### config.mk
export PLATFORM = sky130hd
export DESIGN_NAME = lockin_mc_controller
export DESIGN_NICKNAME = d
export VERILOG_FILES = /design/src/rtl/lockin_pkg.sv /design/src/rtl/lockin_ch_sel.sv /design/src/rtl/lockin_mc_controller.sv
export SDC_FILE = /design/constraint.sdc
export NUM_CORES = 1
export LEC_CHECK = 0
export BUFFER_PORTS_ARGS = -buffer_cell sky130_fd_sc_hd__buf_2
export CORE_MARGIN = 8
export CORE_UTILIZATION = 48
export DETAILED_ROUTE_END_ITERATION = 16
export PLACE_DENSITY = 0.76
export SLEW_MARGIN = 0
export SYNTH_ARGS = -nofsm -noshare
export SYNTH_HDL_FRONTEND = slang
export SYNTH_HIERARCHICAL = 1
export SYNTH_SLANG_ARGS = --single-unit
export TNS_END_PERCENT = 1
### constraint.sdc
create_clock -name clk -period 3.4 [get_ports clk]
set_input_delay 0 -clock clk [delete_from_list [all_inputs] [get_ports clk]]
set_output_delay 0 -clock clk [all_outputs]
set_load 0.02 [all_outputs]
### src/rtl/lockin_pkg.sv
// Shared types and width helpers for the lock-in multichannel controller.
// Used by lockin_ch_sel and lockin_mc_controller.
package lockin_pkg;

   typedef enum logic [2:0] {
      S_IDLE      = 3'd0,
      S_LOAD_CH   = 3'd1,
      S_FETCH     = 3'd2,
      S_WAIT_DATA = 3'd3,
      S_MIX_START = 3'd4,
      S_WAIT_MIX  = 3'd5,
      S_OUTPUT    = 3'd6,
      S_NEXT      = 3'd7
   } state_t;

   function automatic int ch_w(input int n);
      return (n <= 1) ? 1 : $clog2(n);
   endfunction

   function automatic int addr_w(input int d);
      return $clog2(d);
   endfunction

endpackage

### src/rtl/lockin_ch_sel.sv
// Priority encoder: lowest enabled channel, either from index 0 (first=1)
// or strictly above cur (first=0).
module lockin_ch_sel
   import lockin_pkg::*;
#(
   parameter int NUM_CH = 4,
   parameter int CW     = ch_w(NUM_CH)
) (
   input  logic [NUM_CH-1:0] mask,
   input  logic [CW-1:0]     cur,
   input  logic              first,
   output logic [CW-1:0]     idx,
   output logic              found
);

   // Descending scan so the lowest qualifying index wins.
   always_comb begin
      idx   = '0;
      found = 1'b0;
      for (int k = NUM_CH - 1; k >= 0; k--) begin
         if (mask[k] && (first || (k > int'(cur)))) begin
            idx   = CW'(k);
            found = 1'b1;
         end
      end
   end

endmodule

### src/rtl/lockin_mc_controller.sv
// Multichannel lock-in sequencer: buffer -> DDFS -> mixer -> CIC per channel.
// Optional watchdog on DDFS/mixer waits: define LOCKIN_MC_TIMEOUT_EN.
module lockin_mc_controller
   import lockin_pkg::*;
#(
   parameter int BUFFER_DEPTH       = 512,
   parameter int DATA_WIDTH         = 24,
   parameter int FREQUENCY_SIZE_IN  = 13,
   parameter int FREQUENCY_SIZE_OUT = 16,
   parameter int SIN_WIDTH          = 18,
   parameter int NUM_CH             = 4,
   localparam int CW  = ch_w(NUM_CH),
   localparam int AW  = addr_w(BUFFER_DEPTH),
   localparam int MW  = DATA_WIDTH + SIN_WIDTH,
   localparam int FSI = FREQUENCY_SIZE_IN,
   localparam int FSO = FREQUENCY_SIZE_OUT
) (
   input  logic                  clk,
   input  logic                  reset_n,
   input  logic [NUM_CH*FSI-1:0] tuning_words_in,
   input  logic [NUM_CH-1:0]     ch_en_in,
   input  logic                  buffer_ready,
   output logic [AW-1:0]         buffer_addr,
   input  logic [DATA_WIDTH-1:0] buffer_data,
   output logic                  buffer_release,
   output logic [FSO-1:0]        ddfs_tuning_word,
   output logic                  ddfs_phase_clr,
   output logic                  ddfs_sample_en,
   input  logic                  ddfs_valid_out,
   input  logic [SIN_WIDTH-1:0]  ddfs_sine_out,
   input  logic [SIN_WIDTH-1:0]  ddfs_cosine_out,
   output logic                  mixer_start_en,
   output logic [DATA_WIDTH-1:0] mixer_data_in,
   output logic [SIN_WIDTH-1:0]  mixer_sine_in,
   output logic [SIN_WIDTH-1:0]  mixer_cosine_in,
   input  logic [MW-1:0]         mixer_phase_out,
   input  logic [MW-1:0]         mixer_quadrature_out,
   input  logic                  mixer_valid_out,
   output logic [MW-1:0]         cic_phase_in,
   output logic [MW-1:0]         cic_quadrature_in,
   output logic [AW-1:0]         cic_addr_in,
   output logic [CW-1:0]         cic_ch_in,
   output logic                  cic_last_in,
   output logic                  cic_valid_in,
   input  logic                  cic_ready,
   output logic                  busy,
   output logic                  frame_done,
   output logic                  overrun
);

   state_t state_q, state_d;

   logic [NUM_CH*FSI-1:0] sh_words;
   logic [NUM_CH-1:0]     sh_en;
   logic [CW-1:0]         ch;
   logic [AW-1:0]         cnt;
   logic                  br_q, done_q, rel_q, ovr_q;
   logic                  accept, empty, fin, abort;
   logic                  last, wd_hit;
   logic [NUM_CH-1:0]     sel_mask;
   logic                  sel_first;
   logic [CW-1:0]         sel_idx;
   logic                  sel_found;

   assign last      = (cnt == AW'(BUFFER_DEPTH - 1));
   assign sel_first = (state_q == S_IDLE);
   assign sel_mask  = sel_first ? ch_en_in : sh_en;

   lockin_ch_sel #(
      .NUM_CH (NUM_CH),
      .CW     (CW)
   ) u_ch_sel (
      .mask  (sel_mask),
      .cur   (ch),
      .first (sel_first),
      .idx   (sel_idx),
      .found (sel_found)
   );

`ifdef LOCKIN_MC_TIMEOUT_EN
   logic [15:0] wd_q;
   logic        waiting;

   assign waiting = (state_q == S_WAIT_DATA && !ddfs_valid_out) ||
                    (state_q == S_WAIT_MIX && !mixer_valid_out);
   // Fires on the 65535th consecutive cycle without a valid.
   assign wd_hit  = waiting && (wd_q == 16'hFFFE);

   always_ff @(posedge clk) begin
      if (!reset_n) begin
         wd_q <= '0;
      end else if (waiting && !wd_hit) begin
         wd_q <= wd_q + 16'd1;
      end else begin
         wd_q <= '0;
      end
   end
`else
   assign wd_hit = 1'b0;
`endif

   always_ff @(posedge clk) begin
      if (!reset_n) begin
         state_q <= S_IDLE;
      end else begin
         state_q <= state_d;
      end
   end

   always_comb begin
      state_d = state_q;
      accept  = 1'b0;
      empty   = 1'b0;
      fin     = 1'b0;
      abort   = 1'b0;
      case (state_q)
         S_IDLE: begin
            // Ignore ready while the previous release pulse is out.
            if (buffer_ready && !rel_q) begin
               if (sel_found) begin
                  accept  = 1'b1;
                  state_d = S_LOAD_CH;
               end else begin
                  empty = 1'b1;
               end
            end
         end
         S_LOAD_CH:   state_d = S_FETCH;
         S_FETCH:     state_d = S_WAIT_DATA;
         S_WAIT_DATA: if (ddfs_valid_out) state_d = S_MIX_START;
         S_MIX_START: state_d = S_WAIT_MIX;
         S_WAIT_MIX:  if (mixer_valid_out) state_d = S_OUTPUT;
         S_OUTPUT:    if (cic_ready) state_d = S_NEXT;
         S_NEXT: begin
            if (!last) begin
               state_d = S_FETCH;
            end else if (sel_found) begin
               state_d = S_LOAD_CH;
            end else begin
               fin     = 1'b1;
               state_d = S_IDLE;
            end
         end
         default: state_d = S_IDLE;
      endcase
      if (wd_hit) begin
         abort   = 1'b1;
         state_d = S_IDLE;
      end
   end

   always_ff @(posedge clk) begin
      if (!reset_n) begin
         sh_words          <= '0;
         sh_en             <= '0;
         ch                <= '0;
         cnt               <= '0;
         br_q              <= 1'b0;
         done_q            <= 1'b0;
         rel_q             <= 1'b0;
         ovr_q             <= 1'b0;
         mixer_data_in     <= '0;
         mixer_sine_in     <= '0;
         mixer_cosine_in   <= '0;
         cic_phase_in      <= '0;
         cic_quadrature_in <= '0;
         cic_addr_in       <= '0;
         cic_ch_in         <= '0;
         cic_last_in       <= 1'b0;
         cic_valid_in      <= 1'b0;
      end else begin
         br_q   <= buffer_ready;
         done_q <= empty | fin;
         rel_q  <= empty | fin | abort;
         if ((state_q != S_IDLE && buffer_ready && !br_q) || abort) begin
            ovr_q <= 1'b1;
         end
         if (accept) begin
            sh_words <= tuning_words_in;
            sh_en    <= ch_en_in;
            ch       <= sel_idx;
         end
         if (state_q == S_LOAD_CH) begin
            cnt <= '0;
         end
         if (state_q == S_NEXT) begin
            if (!last) begin
               cnt <= cnt + AW'(1);
            end else if (sel_found) begin
               ch <= sel_idx;
            end
         end
         // Address has been stable since FETCH, so buffer_data is valid here.
         if (state_q == S_WAIT_DATA && ddfs_valid_out) begin
            mixer_data_in   <= buffer_data;
            mixer_sine_in   <= ddfs_sine_out;
            mixer_cosine_in <= ddfs_cosine_out;
         end
         if (state_q == S_WAIT_MIX && mixer_valid_out) begin
            cic_phase_in      <= mixer_phase_out;
            cic_quadrature_in <= mixer_quadrature_out;
            cic_addr_in       <= cnt;
            cic_ch_in         <= ch;
            cic_last_in       <= last;
            cic_valid_in      <= 1'b1;
         end
         if (state_q == S_OUTPUT && cic_ready) begin
            cic_valid_in <= 1'b0;
         end
      end
   end

   assign busy             = (state_q != S_IDLE);
   assign ddfs_phase_clr   = (state_q == S_LOAD_CH);
   assign ddfs_sample_en   = (state_q == S_FETCH);
   assign mixer_start_en   = (state_q == S_MIX_START);
   assign buffer_addr      = cnt;
   assign frame_done       = done_q;
   assign buffer_release   = rel_q;
   assign overrun          = ovr_q;
   assign ddfs_tuning_word = FSO'(sh_words[int'(ch)*FSI +: FSI]);

endmodule

==> impl_results.md, run 1 <==
- H-Tree Depth: 1
- GPL Wtd Cong: between 0.8 and 0.9
- Setup Buffers After CTS: 0
- Mapped Cells: 1090
- Final slew viol count: 0
- Non-Filler Instances: 1930
- Crit path required time: 3.82 ns
- CP Launch Type: flip-flop
- Cell variety after synth: 48
- Async SR Flop Fraction: 0%
- HP Class: input pin to flip-flop
- Fin crit period: 2.88 ns
- Top cells by area, synth: dfxtp_1 49%, nand2_1 18%, a21boi_0 14%
- FMAX: approximately 0.35 GHz
- Antenna violations before repair: 2
- Total CTS buffers: 25
- Relative slew slack: a little under half
- Top_reg_cell synth: dfxtp_1
- Final Util: between 70% and 80%
- Critical path arrival: 3.30 ns
- Layout overhead on the synthesized area: 52.9%
- Largest net degree at the start of global routing: 97
- Initial DRC count: between 500 and 600
- Buffers on Ports: 391
- Placed cell area: 11400 sq um
- Clock Skew: around 0.018 ns
- Setup TNS: 0 ns
- Initial Util: 48.4%
- Status: finished clean
- EDFF count, synth: 0
- Finished Cell Area: about 14000 sq um
- DR pass1 iterations: 7
- Worst Setup End Kind: flip-flop
- Routed wire per std cell: 18.0 microns
- VDD IR max: 0.415 mV
- Cell Pwr Density: 489 nW/um^2
- Core ar.: between 15000 and 20000 sq um
- Critical-path cell list: or3_1, clkinv_4, nand2_1, nand2_1, a21oi_1, o21ai_0, and3b_1, and2_4, nand2_1, a21boi_0
- Vias in the first global route: 10100
- Nets@finish: 1853
- Slowest stage delay, CP: 0.60 ns
- Chip width: around 160 microns
- CTS max path bufs: 3
- Worst-path fanout max: 56
- TritonCTS clock tree: yes
- Area fraction of the dominant cell type after synthesis: just under 50%
- Static Leakage: 6.12 nW
- Crit Path Category: flip-flop to flip-flop
- Synth Warn #: 6
- Syn avg cell area: 8.55 sq um
- Gr usage total: ~28%
- Slowest-stage cell, CP: and2_4
- Max-Cap Viols: 0
- Die area: ~24000 sq um
- CTS Sinks: 230
- Die Ht: 155 microns
- DRC viols: 0
- Std-Cell Rows: 51
- Final hold vios: 0
- Most instantiated cells after synthesis: 437 x nand2_1, 230 x dfxtp_1, 170 x a21boi_0, 55 x clkbuf_1, 35 x a21boi_1
- Detailed placer's ending HPWL: 20.6 mm
- Layout cell share with drive strength beyond 1: between 20% and 30%
- Top delay family on crit path: simple AND/OR/NAND/NOR gates
- RSZ-0062 raised after global routing: false
- Worst path most repeated cell: nand2_1
- Tcrit/Tclk final: 84.7%
- DR vias: 9853
- Worst-Skew Late Latency: 0.52 ns
- WL final: approximately 35 mm
- CP Buf/Inv Count: 1
- Vias per inst: roughly 5.1
- Cell with the most instances after synthesis: nand2_1
- Biggest area consumer among synthesized cells: dfxtp_1
- Total grt overflow: 0
- Post-synthesis register bit count: 230
- Reg clk slew, reported paths: around 0.060 ns
- Cell Area, Synth: 9320 sq um
- Boundary pin count: 395
- Placed insts: 1678
- Root Buffer: clkbuf_16
- First-pass GRT wire length: 53.8 mm
- Worst-Margin Slew: 0.811 ns
- Setup-failing EPs final: 0
- Seq/Total Area, Yosys: 49.4%
- ANT nets after route: 0
## through the flow
| stage | hold slack, ns | setup WS, ns | total power, mW |
|---|---|---|---|
| after detailed placement | 0.245 | 0.620 | 4.01 |
| after CTS | 0.0915 | 0.579 | 6.98 |
| after global placement | 0.240 | 0.734 | 3.98 |
| final | 0.111 | 0.519 | 6.97 |
| after global routing | 0.137 | 0.276 | 7.25 |
| after floorplan | 0.122 | 0.989 | 3.73 |
## what timing repair did
action	CTS	global route
hold buffers	204	0
hold endpoints to repair	207	0
gates resized for setup	0	0
## worst reg2reg max path: cells and delay by family (launching register included)
family / cells / cell delay, ns
simple gates: 6 / 1.72
compound gates: 3 / 0.63
flops: 1 / 0.30
buf+inv: 1 / 0.15
## logic make-up after synthesis
kind of cell,synth area share (%)
buf+inv,5.06
compound gates,19.9
flops,49.4
simple gates,21.7
fa+ha+maj,0.403
other cells,0.0402
mux,3.37
xor+xnor,0.0940
## path summary, 6_finish.rpt
check               start  depth (start not counted)           endpoint  slack, ns
max            state_q[2]                         10        sh_words[6]       0.52
max reg2reg    state_q[2]                         10        sh_words[6]       0.52
min               reset_n                          2  mixer_sine_in[12]       0.11
min reg2reg  sh_words[27]                          2       sh_words[27]       0.45
## cell type report
class                           count  area [sq um]
Antenna cell                        3          7.51
Clock buffer                       35           723
Clock inverter                     10           129
Fill cell                        1295          5010
Inverter                            7          31.3
Multi-Input combinational cell    770          4270
Sequential cell                   230          4600
Tap cell                          265           332
Timing Repair Buffer              610          4160
## registers in the layout, summed over array words and instances (netlist names), 2 cells and up, named ones only
signal,cells
sh_words,52
cic_phase_in,42
cic_quadrature_in,42
mixer_data_in,24
mixer_cosine_in,18
mixer_sine_in,18
buffer_addr,9
cic_addr_in,9
sh_en,4
state_q,3
cic_ch_in,2
## where the power goes
part	total (mW)	switching [mW]	leakage, nW	internal [mW]
clock network	2.80	1.09	0.426	1.71
logic	1.26	0.685	3.84	0.575
registers	2.91	0.0757	1.86	2.83
total	6.97	1.85	6.12	5.12
## layout by cell type, fill, tap and decap left out, drive strengths merged, types with 5 or more instances in the layout
master / instances
a21boi: 215
a21oi: 5
buf: 406
clkbuf: 35
clkinv: 7
dfxtp: 230
dlygate4sd3: 204
inv: 7
mux4: 13
nand2: 447
nand3: 6
nor2: 12
nor2b: 7
nor3: 9
nor3b: 7
o21ai: 12
## routing by layer
metal  up-vias  global-route usage (%)  part of all wire (%)
li1       4672                       -                     -
met1      4537                    29.4                    36
met2       512                    48.2                    50
met3       132                    7.24                   8.1
met4         0                    16.7                   5.7
met5         -                       0                     0
Note: power is estimated with default switching activity, not from simulation.
==> run 2: changes to the inputs <==
==> constraint.sdc (replaced) <==
create_clock -name clk -period 3 [get_ports clk]
set_input_delay 0 -clock clk [delete_from_list [all_inputs] [get_ports clk]]
set_output_delay 0 -clock clk [all_outputs]
set_load 0.02 [all_outputs]
==> run 2 against run 1 <==
Hold slack got worse by 0.081 ns. Design area rose by 0.54%. Global-route usage up 0.17 points. Die area unchanged. Clock skew decreased by 0.0078 ns. Highest routed layer is now met5. First-iteration DRC count increased by 5.6%. Final cell count rose by 0.26%. Flip-flop and latch count is the same. Worst setup slack lost 0.22 ns.
==> impl_results.md, run 2 (synthesized netlist as in run 1, its figures left out) <==
- Crit path required time: 3.41 ns (was 3.82 ns)
- Clock Skew: 0.0105 ns (was 0.0183 ns)
- Hold Crit Endpoint: mixer_data_in[23] (was mixer_sine_in[12])
- Std-Cell Rows: 51 (unchanged)
- Routed wire per std cell: 18.4 microns (was 18.0 microns)
- Setup slack, reg-to-reg: 0.29 ns (was 0.52 ns)
- Detailed placer's ending HPWL: 20.6 mm (about the same)
- Initial Util: 48.4% (unchanged)
- Boundary pin count: 395 (unchanged)
- ANT nets after route: 0 (unchanged)
- CTS Sinks: 230 (unchanged)
- Max-Cap Viols: 0 (unchanged)
- Min-delay src: reset_n (unchanged)
- Crit Path Category: flip-flop to flip-flop (unchanged)
- Worst-Skew Late Latency: 0.52 ns (about the same)
- R2R cell count: 11 (was 10)
- Relative slew slack: 56.9% (was 45.9%)
- Commonest non-fill, non-tap cell in the layout: nand2_1 (unchanged)
- DRC viols: 0 (unchanged)
- Max reg flops: 52 (unchanged)
- Static Leakage: 6.15 nW (was 6.12 nW)
- RSZ-0062 raised after global routing: false (unchanged)
- TritonCTS clock tree: yes (unchanged)
- Regs by FF count: sh_words x52, cic_phase_in x42, cic_quadrature_in x42 (unchanged)
- Worst-path fanout max: 28 (was 56)
- Layout overhead on the synthesized area: 53.8% (was 52.9%)
- Layout cell share with drive strength beyond 1: 29.5% (was 29.2%)
- Setup Buffers After CTS: 0 (unchanged)
- Crit Reg-Reg Endpoint: sh_words[10] (was sh_words[6])
- Fin crit period: 2.71 ns (was 2.88 ns)
- Cell depth of the worst min-delay path: 2 (unchanged)
- Worst-Margin Slew: 0.647 ns (was 0.811 ns)
- Vias in the first global route: 10200 (was 10100)
- Worst Setup End Kind: flip-flop (unchanged)
- Commonest cells after routing, fill and taps aside: 437 x nand2_1, 390 x buf_2, 230 x dfxtp_1, 204 x dlygate4sd3_1, 170 x a21boi_0 (unchanged)
- DR pass1 iterations: 7 (unchanged)
- Die area: 24100 sq um (unchanged)
- Buffers on Ports: 391 (unchanged)
- CTS max path bufs: 3 (unchanged)
- Largest net degree at the start of global routing: 98 (was 97)
- Status: finished clean (unchanged)
- DR vias: 9873 (was 9853)
- H-Tree Depth: 1 (unchanged)
- First-pass GRT wire length: 54.2 mm (was 53.8 mm)
- GPL Wtd Cong: 0.807 (was 0.823)
- Total grt overflow: 0 (unchanged)
- Final slew viol count: 0 (unchanged)
- Nets@finish: 1855 (was 1853)
- Root Buffer: clkbuf_16 (unchanged)
- Reg clk slew, reported paths: 0.06 ns (about the same)
- Hold_ws: 0.0308 ns (was 0.111 ns)
- VDD IR max: 0.440 mV (was 0.415 mV)
- Setup-failing EPs final: 0 (unchanged)
- Initial DRC count: 587 (was 556)
- Chip width: 155 microns (unchanged)
- Setup TNS: 0 ns (unchanged)
- Register name with the most flops: sh_words (unchanged)
- Fill cell count: 1299 (was 1295)
- CP Launch Type: flip-flop (unchanged)
- Worst R2R Start: state_q[2] (unchanged)
- Die Ht: 155 microns (unchanged)
- Critical path arrival: 3.12 ns (was 3.30 ns)
- FMAX: 0.370 GHz (was 0.347 GHz)
- HP Class: input pin to flip-flop (unchanged)
- WL final: 35.6 mm (was 34.8 mm)
- Cell Pwr Density: 567 nW/um^2 (was 489 nW/um^2)
- Antenna violations before repair: 5 (was 2)
- Final hold vios: 0 (unchanged)
- Tcrit/Tclk final: 90.2% (was 84.7%)
- Total CTS buffers: 26 (was 25)
- Vias per inst: 5.10 (was 5.11)
- Gr usage total: 27.8% (was 27.6%)
- Core ar.: 19300 sq um (unchanged)
-- run 2: final cells by class --
cell class / count / area (sq um) / area share (%)
Timing Repair Buffer: 610 / 4150 / 29.0
Clock inverter: 10 / 133 / 0.925
Inverter: 7 / 31.3 / 0.218
Tap cell: 265 / 332 / 2.31
Clock buffer: 38 / 797 / 5.56
Multi-Input combinational cell: 771 / 4280 / 29.8
Sequential cell: 230 / 4600 / 32.1
Antenna cell: 4 / 10.0 / 0.0698
-- run 2: worst max-delay path by stage --
stage	startpoint	endpoint	slack (ns)	cells after the start
final	state_q[2]	sh_words[10]	0.29	11
after detailed placement	state_q[2]	sh_words[10]	0.19	10
after global routing	state_q[2]	sh_words[10]	0.08	11
after floorplan	state_q[2]	sh_words[20]	0.59	14
after CTS	state_q[2]	sh_en[3]	0.15	10
after global placement	state_q[2]	sh_words[4]	0.33	10
-- run 2: timing repair --
item	CTS	global route
setup endpoints to repair	0	52
endpoints found under the hold margin	206	0
hold buffers	204	0
resized for setup	0	2
-- run 2: metal layers --
metal	up-vias	global-route usage, %	wire length [microns]
met5	-	0	10
met4	2	14.2	1610
met3	109	7.07	2950
met2	479	50.0	18300
met1	4616	29.5	12700
li1	4667	-	-
-- run 2: through the flow --
step	std cells	total power [mW]	area, sq um	worst slack (ns)	utilization, %
6_report	1935	8.13	14300	0.295	74.4
5_1_grt	1935	8.43	14300	0.0821	74.4
4_1_cts	1930	8.09	14300	0.151	74.3
3_5_place_dp	1678	4.53	11300	0.192	58.9
3_3_place_gp	1678	4.51	11300	0.326	58.9
2_1_floorplan	1092	4.23	9330	0.589	-
-- run 2: power breakdown --
group          internal [mW]  switching [mW]  total (mW)
clock network           2.10            1.28        3.37
registers               3.21          0.0975        3.31
logic                  0.657           0.787        1.44
-- run 2: worst max-delay path, stage by stage (launching register included) --
cell       delay (ns)
dfxtp_1          0.30
or3_1            0.49
clkinv_4         0.15
nand2_1          0.06
nand2_1          0.11
nor2_1           0.06
a2bb2oi_1        0.15
o21ai_1          0.16
and3b_1          0.32
and2_4           0.40
nand2_1          0.13
a21boi_0         0.26
